<file path="src/rtl/bcd_pkg.sv">
// Shared constants and state encoding for the BCD-to-excess-3 sequencer.
package bcd_pkg;

   localparam logic [3:0] XS3_OFFSET = 4'd3;
   localparam logic [3:0] BCD_MAX    = 4'd9;

   typedef enum logic [1:0] {
      IDLE = 2'd0,
      CONV = 2'd1,
      DONE = 2'd2
   } state_e;

endpackage

</file>
<file path="src/rtl/xs3_digit.sv">
// Single-digit BCD to excess-3 converter with an invalid-digit flag.
module xs3_digit
   import bcd_pkg::*;
(
   input  logic [3:0] digit_i,
   output logic [3:0] xs3_o,
   output logic       invalid_o
);

   // Modulo-16 add: invalid digits wrap (A->D ... F->2).
   assign xs3_o     = digit_i + XS3_OFFSET;
   assign invalid_o = (digit_i > BCD_MAX);

endmodule

</file>
<file path="src/rtl/bcd_xs3_seq_ctrl.sv">
// Sequencer that converts a packed BCD word to excess-3, one digit per clock,
// through a single shared xs3_digit instance.
module bcd_xs3_seq_ctrl
   import bcd_pkg::*;
#(
   parameter int unsigned NDIGITS = 4
) (
   input  logic                 clk,
   input  logic                 rst_n,
   input  logic                 in_valid,
   output logic                 in_ready,
   input  logic [4*NDIGITS-1:0] in_bcd,
   output logic                 out_valid,
   input  logic                 out_ready,
   output logic [4*NDIGITS-1:0] out_xs3,
   output logic                 out_err,
   output logic                 busy
);

   localparam int unsigned W  = 4 * NDIGITS;
   localparam int unsigned IW = (NDIGITS > 1) ? $clog2(NDIGITS) : 1;

   state_e          state_q, state_d;
   logic [IW-1:0]   idx_q, idx_d;
   logic [W-1:0]    src_q, src_d;
   logic [W-1:0]    xs3_q, xs3_d;
   logic            err_q, err_d;

   logic [3:0]      cur_digit;
   logic [3:0]      cur_xs3;
   logic            cur_invalid;

   always_comb begin
      cur_digit = '0;
      for (int i = 0; i < NDIGITS; i++) begin
         if (idx_q == IW'(i)) cur_digit = src_q[4*i +: 4];
      end
   end

   xs3_digit u_xs3_digit (
      .digit_i   (cur_digit),
      .xs3_o     (cur_xs3),
      .invalid_o (cur_invalid)
   );

   always_comb begin
      state_d = state_q;
      idx_d   = idx_q;
      src_d   = src_q;
      xs3_d   = xs3_q;
      err_d   = err_q;
      unique case (state_q)
         IDLE: begin
            if (in_valid) begin
               src_d   = in_bcd;
               xs3_d   = '0;
               err_d   = 1'b0;
               idx_d   = '0;
               state_d = CONV;
            end
         end
         CONV: begin
            for (int i = 0; i < NDIGITS; i++) begin
               if (idx_q == IW'(i)) xs3_d[4*i +: 4] = cur_xs3;
            end
            err_d = err_q | cur_invalid;
            if (idx_q == IW'(NDIGITS - 1)) state_d = DONE;
            else                           idx_d   = idx_q + IW'(1);
         end
         DONE: begin
            if (out_ready) state_d = IDLE;
         end
         default: state_d = IDLE;
      endcase
   end

   always_ff @(posedge clk or negedge rst_n) begin
      if (!rst_n) begin
         state_q <= IDLE;
         idx_q   <= '0;
         src_q   <= '0;
         xs3_q   <= '0;
         err_q   <= 1'b0;
      end else begin
         state_q <= state_d;
         idx_q   <= idx_d;
         src_q   <= src_d;
         xs3_q   <= xs3_d;
         err_q   <= err_d;
      end
   end

   // Handshake flags decode from state only, so no input-to-output paths.
   assign in_ready  = (state_q == IDLE);
   assign out_valid = (state_q == DONE);
   assign busy      = (state_q != IDLE);
   assign out_xs3   = xs3_q;
   assign out_err   = err_q;

endmodule

</file>
<file path="config.mk">
export PLATFORM = sky130hd
export DESIGN_NAME = bcd_xs3_seq_ctrl
export DESIGN_NICKNAME = d
export VERILOG_FILES = /design/src/rtl/bcd_pkg.sv /design/src/rtl/xs3_digit.sv /design/src/rtl/bcd_xs3_seq_ctrl.sv
export SDC_FILE = /design/constraint.sdc
export NUM_CORES = 1
export LEC_CHECK = 0
export CAP_MARGIN = 20
export CORE_MARGIN = 5
export CORE_UTILIZATION = 40
export CTS_BUF_LIST = sky130_fd_sc_hd__clkbuf_8 sky130_fd_sc_hd__clkbuf_16
export CTS_CLUSTER_DIAMETER = 30
export DETAILED_ROUTE_END_ITERATION = 16
export MAX_ROUTING_LAYER = met4
export PLACE_DENSITY = 0.68
export SLEW_MARGIN = 10
export SYNTH_ARGS = -nofsm -noshare
export SYNTH_HDL_FRONTEND = slang
export SYNTH_SLANG_ARGS = --single-unit
</file>
<file path="constraint.sdc">
create_clock -name clk -period 2.2 [get_ports clk]
set_input_delay 0.22 -clock clk [delete_from_list [all_inputs] [get_ports clk]]
set_output_delay 0.22 -clock clk [all_outputs]
set_load 0.005 [all_outputs]
</file>
==> results.toml <==
[timing]
fin_crit_ps = 2113
hold_ws_ps = 346.7
finalCritPeriodShare_pct = 96.03
setup_viol_count_final = 0
worst_slew_pin_slew_ps = 515.1
fmaxAchievable_mhz = 473.3
hold_viol_final = 0
slew_viol_final = 0
clock-skew-final_ps = 8.755
max_slew_margin_pct = 65.66

[critical_path]
crit_required_ps = 2370
crit_fanout = 6
crit_chain = "inv_1 > ha_2 > a211oi_1 > a211oi_2 > inv_1 > ha_1 > xor2_1 > nor2_1 > mux2_2"
crit_top_cell = "inv_1"
critPathKind = "reg2reg"
slowest_stage = "dfrtp_1"
end_kind = "flop"
cpPeakStageDelay_ps = 400
crit_arrival_ps = 2290
start_kind = "flop"

[job]
cap_violations = 0

[worst_hold_path]
hold_path_class = "in2async"

[grt]
grt_pass1_wl_um = 6285
grt_max_degree = 38
track_usage_pct = 13.81
first_global_vias = 1276
overflow = 0
antenna_found_initial = 0

[power_and_ir_drop]
comb_power_share_pct = 52.8
p_sw_share_pct = 34.59
power.internal_mw = 2.527
p_per_area_nw_per_um2 = 1611
p_sw_mw = 1.336
finalPower_mw = 3.863
power.clock.fraction_pct = 15.4
p_leak_nw = 1.050
vdd_drop_max_mv = 0.5565
seqPwrFrac_pct = 31.8

[finish]
final_common_cell = "clkdlybuf4s50_1"
drive_gt1_share_pct = 30.00
finish.net_count = 215
antennaDiodeCount = 0
design_area_sq_um = 2397
most-common-layout-cells = "clkdlybuf4s50_1 (39), dfrtp_1 (37), mux2_2 (32), inv_1 (9)"
area_growth_pct = 35.02

[synthesis]
synth_edf_count = 0
synth_nets = 167
yosysWarnings = 0
synthDistinctLibCells = 29
ys_seq_elements = 37
syn_inst = 141
ys_seq_area_share_pct = 52.15
synthFlopType = "dfrtp_1"
async_flop_share_pct = 100.0
syn_area_sq_um = 1775
avgSynthCellArea_sq_um = 12.59

[clocking]
clock_path_buffers = 2
clk_latency_ps = 290
cts-root-buf = "clkbuf_8"
tritoncts = "yes"
numCtsBuffers = 5
htreeDepth = 2
clkTransAtPathRegs_ps = 70
cts_sinks = 37

[outcome]
run_status = "completed"

[floorplan]
rows = 24
start_util_pct = 41.06
die-area_sq_um = 5871
fp.dieH_um = 76.63
die_w_um = 76.63
core-area_sq_um = 4324
io_pins = 40

[drt]
drc = 0
vias = 1218
via_per_inst = 5.033
drtPass1Iterations = 4
routedWlPerCell_um = 16.12
ant_nets = 0
drtIter0Drc = 52
drt_wl_total_um = 3902

[place]
place_hpwl_um = 2955
portBuffers = 39
place_area_sq_um = 2238
gp_congestion = 0.8023
-- per-layer routing --
layer	up-vias	track usage, %	share of wire [%]
li1	581	-	-
met1	611	15.70	40
met2	21	22.95	54
met3	5	4.019	3.9
met4	0	5.245	1.5
met5	-	-	0
-- path summary, 6_finish.rpt --
| check | end | startpoint | slack [ps] | cells past startpoint |
|---|---|---|---|---|
| hold / removal | src_q[0] | rst_n | 350 | 2 |
| hold reg to reg | out_xs3[4] | out_xs3[4] | 510 | 1 |
| max in group asynchronous | state_q[1] | rst_n | 1520 | 2 |
| min in group clk | out_xs3[4] | out_xs3[4] | 510 | 1 |
| setup reg to reg | out_xs3[6] | idx_q[1] | 90 | 9 |
| setup / recovery | out_xs3[6] | idx_q[1] | 90 | 9 |
-- power by group through the flow --
stage	Clock [mW]	Combinational, mW	Sequential [mW]
after detailed placement	0	1.97	1.24
after global routing	0.642	2.21	1.27
after global placement	0	1.92	1.23
after CTS	0.614	1.98	1.23
final	0.594	2.04	1.23
after floorplan	0	1.34	1.17
-- Yosys cell counts, types with 2 or more instances --
library cell  count  area [sq um]
a211oi_1          3         22.52
a211oi_2          2         25.02
a21oi_1           5         25.02
buf_2             2         10.01
buf_6             2         22.52
dfrtp_1          37         925.9
ha_1              6         75.07
inv_1             9         33.78
mux2_2           32         360.4
nand2_1           7         26.28
nand2b_1          2         12.51
nand3b_1          3         22.52
nor2_1            8         30.03
nor2b_1           5         31.28
nor3b_1           3         22.52
o21ai_0           2         10.01
-- state kept, by name, summed over array words and instances, names as in the netlist --
register	count
src_q	16
state_q	2
out_err	1
idx_q	2
out_xs3	16
-- critical path, delay by kind of cell, from the launching register on --
kind	cells	cell delay (ps)
adder cells (fa/ha/maj)	2	460
AO/OA/AOI/OAI	2	410
flip-flops	1	400
multiplexers	1	280
buffers and inverters	2	210
XOR/XNOR	1	150
AND/OR/NAND/NOR	1	90
-- kinds of logic after synthesis --
family	share of synthesized area, %
and+or+nand+nor	9.937
xor gates and xnor gates	0.4934
buffers and inverters	4.439
AOI/OAI and AO/OA	7.893
adders and majority gates	4.228
muxes	20.86
DFF	52.15
-- metrics by stage --
| stage | instances | setup WS (ps) | util (%) | setup TNS [ps] |
|---|---|---|---|---|
| floorplan | 141 | 152.8 | - | 0 |
| global placement | 233 | 103.9 | 51.77 | 0 |
| detailed placement | 233 | -22.62 | 51.77 | -56.69 |
| CTS | 241 | 3.278 | 54.51 | 0 |
| global route | 242 | -23.38 | 55.44 | -72.54 |
| finish | 242 | 87.24 | 55.44 | 0 |
-- repair_timing --
action / 4_1_cts / 5_1_grt
buffers inserted: 0 / 1
resized for setup: 1 / 7
hold buffers: 0 / 0
pin swaps: 0 / 2
setup endpoints to repair: 4 / 12
-- layout make-up --
class | instances | area (sq um)
Clock inverter | 2 | 33.78
Fill cell | 370 | 1927
Timing Repair Buffer | 47 | 450.4
Sequential cell | 37 | 925.9
Clock buffer | 6 | 82.58
Inverter | 9 | 33.78
Multi-Input combinational cell | 89 | 805.8
Tap cell | 52 | 65.06
(Power assumes the default switching activity.)
